<file path="config.mk">
export PLATFORM = sky130hd
export DESIGN_NAME = instruction_encoder
export DESIGN_NICKNAME = d
export VERILOG_FILES = /design/src/rtl/instruction_encoder_pkg.sv /design/src/rtl/instruction_encoder_timeout.sv /design/src/rtl/instruction_encoder.sv
export SDC_FILE = /design/constraint.sdc
export NUM_CORES = 1
export LEC_CHECK = 0
export ABC_AREA = 1
export ABC_CLOCK_PERIOD_IN_PS = 1700
export BUFFER_PORTS_ARGS = -buffer_cell sky130_fd_sc_hd__buf_4
export CAP_MARGIN = 20
export CORE_AREA = 2 2 105 107
export DETAILED_ROUTE_END_ITERATION = 6
export DIE_AREA = 0 0 107 109
export GPL_ROUTABILITY_DRIVEN = 0
export PLACE_DENSITY = 0.56
export SLEW_MARGIN = 20
export SYNTH_ARGS = -nofsm -noshare
export SYNTH_HDL_FRONTEND = slang
export SYNTH_SLANG_ARGS = --single-unit
</file>
<file path="constraint.sdc">
create_clock -name clk -period 1.7 [get_ports clk]
set_input_delay 0.34 -clock clk [delete_from_list [all_inputs] [get_ports clk]]
set_output_delay 0.34 -clock clk [all_outputs]
set_load 0.005 [all_outputs]
</file>
<file path="src/rtl/instruction_encoder_pkg.sv">
// Shared definitions for the instruction encoder and the decoder that consumes its stream:
// state encodings, header layout, default sync nibble and packet lengths.
package instruction_encoder_pkg;

    // FSM state encodings (plain constants so legacy tools can share them)
    localparam logic [2:0] ST_IDLE = 3'd0;
    localparam logic [2:0] ST_HDR  = 3'd1;
    localparam logic [2:0] ST_ADR  = 3'd2;
    localparam logic [2:0] ST_DHI  = 3'd3;
    localparam logic [2:0] ST_DLO  = 3'd4;
    localparam logic [2:0] ST_CHK  = 3'd5;

    // Header layout: {sync[15:12], 3'b000, rwn[8], 8'h00}
    localparam logic [3:0] SYNC_DEFAULT = 4'hA;
    localparam int         HDR_SYNC_MSB = 15;
    localparam int         HDR_SYNC_LSB = 12;
    localparam int         HDR_RWN_BIT  = 8;

    // Packet lengths in words, checksum included
    localparam int WORDS_WRITE = 5;
    localparam int WORDS_READ  = 3;

    // Build the header word for a given sync nibble and direction
    function automatic logic [15:0] make_header(input logic [3:0] sync, input logic rwn);
        logic [15:0] hdr;
        hdr = 16'h0000;
        hdr[HDR_SYNC_MSB:HDR_SYNC_LSB] = sync;
        hdr[HDR_RWN_BIT] = rwn;
        return hdr;
    endfunction

endpackage

</file>
<file path="src/rtl/instruction_encoder_timeout.sv">
// Stall watchdog: counts cycles a word waits without being taken and flags
// the cycle in which the wait reaches its last permitted cycle.
module instruction_encoder_timeout #(
    parameter int TIMEOUT = 64
) (
    input  logic clk,
    input  logic reset,
    input  logic clear_i,
    input  logic enable_i,
    output logic expire_o
);

    localparam int            CW   = (TIMEOUT > 1) ? $clog2(TIMEOUT) : 1;
    localparam logic [CW-1:0] LAST = CW'(TIMEOUT - 1);

    logic [CW-1:0] count_q;
    logic [CW-1:0] count_d;

    // Expiry is only meaningful while the word is actually waiting
    assign expire_o = enable_i && (count_q == LAST);

    // Next count: clear on new word / transfer / abort, otherwise count waits
    always_comb begin
        count_d = count_q;
        if (clear_i || expire_o) begin
            count_d = '0;
        end else if (enable_i) begin
            count_d = count_q + CW'(1);
        end else begin
            count_d = count_q;
        end
    end

    // Counter register with synchronous reset
    always_ff @(posedge clk) begin
        if (reset) begin
            count_q <= '0;
        end else begin
            count_q <= count_d;
        end
    end

endmodule

</file>
<file path="src/rtl/instruction_encoder.sv">
// Packs an address/data/direction request into HDR, ADR, [DHI, DLO,] CHK
// 16-bit words on a start/ready handshake, aborting if the consumer stalls.
module instruction_encoder
    import instruction_encoder_pkg::*;
#(
    parameter int         TIMEOUT = 64,
    parameter logic [3:0] SYNC    = SYNC_DEFAULT
) (
    input  logic        clk,
    input  logic        reset,
    input  logic        start,
    input  logic        rwn,
    input  logic [15:0] address_in,
    input  logic [31:0] data_in,
    output logic        ready,
    output logic        done,
    output logic        error,
    output logic        start_for_decoder,
    output logic [15:0] instruction_out,
    input  logic        ready_from_decoder
);

    logic [2:0]  state_q, state_d;
    logic        ready_q, ready_d;
    logic        done_q, done_d;
    logic        error_q, error_d;
    logic        sfd_q, sfd_d;
    logic [15:0] instr_q, instr_d;
    logic [15:0] chk_q, chk_d;
    logic        rwn_q, rwn_d;
    logic [15:0] addr_q, addr_d;
    logic [31:0] data_q, data_d;

    logic        accept_s;
    logic        transfer_s;
    logic        expire_s;
    logic [15:0] chk_next_s;

    assign accept_s   = ready_q && start;
    assign transfer_s = sfd_q && ready_from_decoder;
    assign chk_next_s = chk_q ^ instr_q;

    instruction_encoder_timeout #(
        .TIMEOUT (TIMEOUT)
    ) u_timeout (
        .clk      (clk),
        .reset    (reset),
        .clear_i  (accept_s || transfer_s),
        .enable_i (sfd_q && !ready_from_decoder),
        .expire_o (expire_s)
    );

    // Next-state logic: accept, word sequencing, completion and abort
    always_comb begin
        state_d = state_q;
        ready_d = ready_q;
        done_d  = 1'b0;
        error_d = 1'b0;
        sfd_d   = sfd_q;
        instr_d = instr_q;
        chk_d   = chk_q;
        rwn_d   = rwn_q;
        addr_d  = addr_q;
        data_d  = data_q;

        case (state_q)
            ST_IDLE: begin
                if (accept_s) begin
                    rwn_d   = rwn;
                    addr_d  = address_in;
                    data_d  = data_in;
                    chk_d   = 16'h0000;
                    ready_d = 1'b0;
                    sfd_d   = 1'b1;
                    instr_d = make_header(SYNC, rwn);
                    state_d = ST_HDR;
                end else begin
                    state_d = ST_IDLE;
                end
            end
            ST_HDR, ST_ADR, ST_DHI, ST_DLO, ST_CHK: begin
                if (transfer_s) begin
                    chk_d = chk_next_s;
                    case (state_q)
                        ST_HDR: begin
                            instr_d = addr_q;
                            state_d = ST_ADR;
                        end
                        ST_ADR: begin
                            if (rwn_q) begin
                                instr_d = chk_next_s;
                                state_d = ST_CHK;
                            end else begin
                                instr_d = data_q[31:16];
                                state_d = ST_DHI;
                            end
                        end
                        ST_DHI: begin
                            instr_d = data_q[15:0];
                            state_d = ST_DLO;
                        end
                        ST_DLO: begin
                            instr_d = chk_next_s;
                            state_d = ST_CHK;
                        end
                        default: begin
                            // Checksum taken: packet complete
                            instr_d = 16'h0000;
                            sfd_d   = 1'b0;
                            ready_d = 1'b1;
                            done_d  = 1'b1;
                            state_d = ST_IDLE;
                        end
                    endcase
                end else if (expire_s) begin
                    // Consumer stalled too long: drop the packet
                    instr_d = 16'h0000;
                    sfd_d   = 1'b0;
                    ready_d = 1'b1;
                    error_d = 1'b1;
                    state_d = ST_IDLE;
                end else begin
                    state_d = state_q;
                end
            end
            default: begin
                instr_d = 16'h0000;
                sfd_d   = 1'b0;
                ready_d = 1'b1;
                state_d = ST_IDLE;
            end
        endcase
    end

    // State and output registers with synchronous reset
    always_ff @(posedge clk) begin
        if (reset) begin
            state_q <= ST_IDLE;
            ready_q <= 1'b1;
            done_q  <= 1'b0;
            error_q <= 1'b0;
            sfd_q   <= 1'b0;
            instr_q <= 16'h0000;
            chk_q   <= 16'h0000;
            rwn_q   <= 1'b0;
            addr_q  <= 16'h0000;
            data_q  <= 32'h0000_0000;
        end else begin
            state_q <= state_d;
            ready_q <= ready_d;
            done_q  <= done_d;
            error_q <= error_d;
            sfd_q   <= sfd_d;
            instr_q <= instr_d;
            chk_q   <= chk_d;
            rwn_q   <= rwn_d;
            addr_q  <= addr_d;
            data_q  <= data_d;
        end
    end

    assign ready             = ready_q;
    assign done              = done_q;
    assign error             = error_q;
    assign start_for_decoder = sfd_q;
    assign instruction_out   = instr_q;

endmodule
</file>
**Word-level counts from Yosys, hierarchy flattened**

Cells that the tools add are included.

- Register bits after elaboration: 94
- Bits of input ports: 53
- Output and inout port bits: 20
- Word-level logic and storage cells: 70

- Add/sub/neg operators: 1
- Equality and inequality tests: 10
- Mux-type cells: 27
- Bitwise logic cells: 3
- Reduce and logical (&&, ||, !) cells: 18

Operators with widths:

| operator | number |
|---|---|
| $mux W16 | 6 |
| $pmux W16 S2 | 2 |
| $pmux W16 S4 | 1 |
| $xor A16 B16 Y16 | 1 |
| $pmux W3 S4 | 1 |
| $mux W1 | 11 |
| $mux W3 | 3 |
| $add A6 B1 Y6 const B | 1 |
| $eq A3 B2 Y1 const B | 2 |
| $eq A3 B3 Y1 const B | 2 |
| $eq A6 B6 Y1 const B | 1 |
| $pmux W3 S2 | 1 |
| $reduce_and A3 Y1 | 2 |
| $reduce_or A3 Y1 | 2 |
| $reduce_or A5 Y1 | 1 |
| $logic_and A1 B1 Y1 | 4 |
| $ne A2 B2 Y1 const B | 2 |
| $pmux W1 S2 | 2 |
| $reduce_and A2 Y1 | 2 |
| $reduce_or A4 Y1 | 1 |
| $eq A3 B1 Y1 const B | 1 |
| $logic_not A3 Y1 | 1 |
| $ne A3 B2 Y1 const B | 1 |
| $ne A3 B3 Y1 const B | 1 |
| other kinds (5) | 7 |

**Longest topological paths before layout**

- Depth after elaboration: 6
- Gate-level depth with buffers: 10
- Mapped depth without buffers: 10

**Modules after synthesis**

A second synthesis with hierarchy kept.

- Cell total of the unflattened synthesis: 578
- Area total of the unflattened synthesis: 4179.0 um^2

By module, submodules not included:

| module | times used | cells an instance | area each (um^2) | sequential area each (um^2) |
|---|---|---|---|---|
| instruction_encoder | 1 | 534 | 3868.7 | 1761.7 |
| instruction_encoder_timeout | 1 | 44 | 310.3 | 120.1 |

**Worst setup path before layout**

Ideal clock, no wire load.

- Path type: register -> register
- From: reg sfd_q, in the netlist start_for_decoder
- To: reg instr_q[10], in the netlist instruction_out[10]
- Setup time: 0.132 ns
- Arrival time: 1.348 ns
- Data required time: 1.568 ns
- Setup slack: 0.219 ns
- Cell stages (with the launch flop): 11
- Path buffers: 1
- Clock period less this slack: 1.481 ns
- Cells stage by stage: dfxtp_1 inv_1 nor2_2 nand2_1 nor2_1 nand2_1 nand3_2 nand2_2 buf_4 nand2_1 a21oi_1

- Longest elaborated chain between the ends: 4
- Elaborated cells between the ends (all ways): 7
- Those cells by class: 1 x eq/ne; 2 x mux; 4 x reduce/logical

RTL lines:

| what | RTL line | text |
|---|---|---|
| start: declaration | instruction_encoder.sv:27 | `logic sfd_q, sfd_d;` |
| start signal: assignment | instruction_encoder.sv:142 | `sfd_q <= 1'b0;` |
| start signal: assignment | instruction_encoder.sv:153 | `sfd_q <= sfd_d;` |
| $logic_and A1 B1 Y1 | instruction_encoder.sv:49 | `.enable_i (sfd_q && !ready_from_decoder),` |
| $logic_and A1 B1 Y1 | instruction_encoder_timeout.sv:20 | `assign expire_o = enable_i && (count_q == LAST);` |
| $ne A3 B2 Y1 (no line) | - |  |
| $reduce_and A2 Y1 (no line) | - |  |
| end signal: assignment | instruction_encoder.sv:154 | `instr_q <= instr_d;` |
| end: declaration | instruction_encoder.sv:28 | `logic [15:0] instr_q, instr_d;` |

Several ways; a longest one is shown, not always the timed one.
A chain may end at the register's enable or synchronous reset.

**Worst setup path in the final report**

- From: reg state_q[1]
- To: reg chk_q[7]

- Longest elaborated chain between the ends: 4
- Elaborated cells between the ends (all ways): 12
- Those cells by class: 7 x eq/ne; 1 x mux; 4 x reduce/logical

RTL lines:

| what | RTL line | text |
|---|---|---|
| start: declaration | instruction_encoder.sv:23 | `logic [2:0] state_q, state_d;` |
| start signal: assignment | instruction_encoder.sv:149 | `state_q <= state_d;` |
| $eq A3 B1 Y1 (tied with other cells) | instruction_encoder.sv:66 | `case (state_q)` |
| $reduce_or A5 Y1 | instruction_encoder.sv:66 |  |
| $ne A2 B2 Y1 (no line) / $reduce_bool A2 Y1 (equally long branches) | - |  |
| $reduce_and A3 Y1 (no line) | - |  |
| end signal: assignment | instruction_encoder.sv:155 | `chk_q <= chk_d;` |
| end: declaration | instruction_encoder.sv:29 | `logic [15:0] chk_q, chk_d;` |

Several ways; a longest one is shown, not always the timed one.

==> results.py <==
metrics = {
    "grt": {
        "gr-usage-all-layers_pct": 18.9,
        "grt_use_met2_pct": 27.0,
        "top_usage_layer": "met1",
        "antenna_found_initial": 0,
        "grt_first_pass_wirelength_um": 17400,
        "met3_usage_pct": 2.27,
        "gr-usage-met1_pct": 28.3,
        "grt_start_max_net_pins": 60,
        "grt.overflow.total": 0,
        "grt_pass1_vias": 3500,
    },
    "layout": {
        "seq_area_mm2": 0.00189,
        "multi_input_area_mm2": 0.00194,
        "diodes": 0,
        "area_growth_pct": 23.8,
        "design_area_mm2": 0.00513,
        "drive_gt1_share_pct": 19.1,
        "nNetsFinal": 709,
        "n_fill_cell": 1098,
        "layoutNonFillerInstCount": 800,
    },
    "critical_path": {
        "required_ps": 2000,
        "crit_slowest_cell": "dfxtp_4",
        "start_kind": "flop",
        "crit_path_max_incr_delay_ps": 390,
        "critPathMaxFanout": 20,
        "worstPathArrival_ps": 1810,
        "crit_buf_inv": 2,
        "cp_cell_sequence": "nor2_2 > nand2_1 > nor2_1 > inv_2 > nand3_2 > buf_8 > o21ai_1 > a21oi_1",
        "r2r_slack_ps": 180,
        "crit_family": "simple AND/OR/NAND/NOR gates",
        "end_kind": "flop",
        "critical_path_class": "flop to flop",
    },
    "sta": {
        "final_max_slew_viol_count": 0,
        "rsz0062_at_grt": "false",
        "period_needed_ps": 1520,
        "tns_ps": 0,
        "max_slew_margin_pct": 77.4,
        "fin_crit_sh_pct": 89.1,
        "fmax_ghz": 0.660,
        "worst_slew_pin_slew_ps": 338,
        "hold_viol": 0,
        "setup_violations": 0,
        "fin_skew_ps": 9.71,
    },
    "logic_synthesis": {
        "yosys.area.top_type": "dfxtp_1",
        "yosys-top-cells-count": "nand2_1, nor2_1, dfxtp_1, o21ai_0, inv_1",
        "synth-edff-count": 0,
        "synthTopCellsByArea": "dfxtp_1, nand2_1, nor2_1, o21ai_0, a21oi_1",
        "syn_inst": 589,
        "syn_area_mm2": 0.00414,
        "ys_seq_area_share_pct": 45.4,
        "ys_seq_elements": 94,
        "synth_nets": 643,
        "ys.flop_type": "dfxtp_1",
        "yosys.area.top_type_share_pct": 45.4,
        "synth_warnings": 0,
        "ys_types": 27,
        "syn_avg_cell_area_um2": 7.04,
        "postSynth.asyncResetShare_pct": 0,
        "yosysMostFrequentCell": "nand2_1",
    },
    "floorplanning": {
        "core_mm2": 0.0106,
        "die_w_um": 107,
        "start_util_pct": 39.1,
        "die_area_mm2": 0.0117,
        "ios": 73,
        "die_h_um": 109,
        "rows": 38,
    },
    "power_and_ir_drop": {
        "leakage_nw": 2.23,
        "power.density_mw_per_mm2": 1030,
        "total_power_mw": 5.26,
        "max-vdd-ir-drop_v": 0.000376,
    },
    "drt": {
        "dr.pass1.iters": 5,
        "antenna_left": 0,
        "drt_iter0_drc": 172,
        "wl_per_cell_um": 13.3,
        "routed_via_density": 4.80,
        "drc": 0,
        "wirelength_um": 10700,
        "vias": 3839,
    },
    "flow_run": {
        "maxCapViolCount": 0,
    },
    "clock_network": {
        "clk_pin_slew_ps": 100,
        "cts_resized": 0,
        "h-tree-depth": 3,
        "numCtsBuffers": 9,
        "clock-root-buffer": "clkbuf_8",
        "clk_latency_ps": 370,
        "tritoncts": "built",
        "clock-sinks": 94,
        "cts_setup_buffers": 0,
        "hold_buffers": 0,
        "cts_buffer_depth": 2,
    },
    "place": {
        "dp_hpwl_um": 7530,
        "placed_area_mm2": 0.00488,
        "numPlacedInstances": 784,
        "io_buffers": 72,
    },
    "outcome": {
        "status": "completed",
    },
    "hold_path": {
        "hp-class": "input pin to flop",
    },
}
cells by family after synthesis:
group                      after synthesis  share of synthesized area (%)
and+or+nand+nor                        281                           28.0
AOI/OAI and AO/OA                      112                           13.9
DFF                                     94                           45.4
buffers and inverters                   83                           8.54
xor gates and xnor gates                18                           3.80
adders and majority gates                1                          0.302
per-stage QoR:
| step | hold slack (ps) | worst slack (ps) | util [%] |
|---|---|---|---|
| 6_report | 188 | 185 | 48.4 |
| 5_1_grt | 188 | 20.8 | 48.4 |
| 4_1_cts | 179 | 3.58 | 47.9 |
| 3_5_place_dp | 448 | 42.6 | 46.0 |
| 3_3_place_gp | 443 | 112 | 46.0 |
| 2_1_floorplan | 430 | 219 | - |
state kept, by name, summed over array words and instances, names as in the netlist:
| name | count |
|---|---|
| error | 1 |
| done | 1 |
| rwn_q | 1 |
| state_q | 3 |
| ready | 1 |
| data_q | 32 |
| u_timeout.count_q | 6 |
| chk_q | 16 |
| addr_q | 16 |
| start_for_decoder | 1 |
| instruction_out | 16 |
worst min-delay path, cell delays in order:
cell and delay (ps):
buf_4 80, nor2_1 30, nor2_1 80
cell usage in the layout, fill, tap and decap left out, types with 2 or more instances in the layout:
cell type / synthesis / routed
xnor2_1: 2 / 2
nor2_1: 120 / 120
clkbuf_8: 0 / 9
xor2_1: 16 / 16
clkinvlp_4: 0 / 4
buf_12: 0 / 6
inv_2: 5 / 6
dfxtp_4: 0 / 2
o21ai_0: 53 / 53
inv_1: 47 / 46
nand2_1: 122 / 121
a21oi_1: 42 / 42
nand2_2: 2 / 2
nand3_1: 6 / 6
dfxtp_1: 94 / 90
buf_4: 2 / 79
dfxtp_2: 0 / 2
o21ai_1: 15 / 15
nand4_1: 18 / 18
nand3_2: 3 / 2
nor2_2: 5 / 5
path summary, 6_finish.rpt:
kind,start,to,depth (start not counted)
worst max-delay path,state_q[1]$_SDFFE_PP0P_,chk_q[7]$_SDFFE_PP0P_,8
worst min-delay path,data_in[6],data_q[6]$_SDFFE_PP0P_,3
worst max register to register,state_q[1]$_SDFFE_PP0P_,chk_q[7]$_SDFFE_PP0P_,8
worst min register to register,data_q[24]$_SDFFE_PP0P_,data_q[24]$_SDFFE_PP0P_,2
power breakdown:
group	switching, mW	internal (mW)
combinational	0.683	0.448
clock	0.819	0.682
sequential	0.160	2.47
layout make-up:
| type | instances | area share [%] |
|---|---|---|
| tap | 140 | 3.42 |
| timing repair buffer | 86 | 14.2 |
| clock inverter | 7 | 1.44 |
| multi-input combinational | 412 | 37.8 |
| sequential | 94 | 36.9 |
| clock buffer | 9 | 2.42 |
| inverter | 52 | 3.81 |
metal layers:
metal  wire length [um]  vias to the layer above
met2               4520                      107
li1                   -                     2007
met4                173                        0
met3                521                       14
met1               5460                     1711
met5                  0                        -
Power figures use the tool's default switching activity.
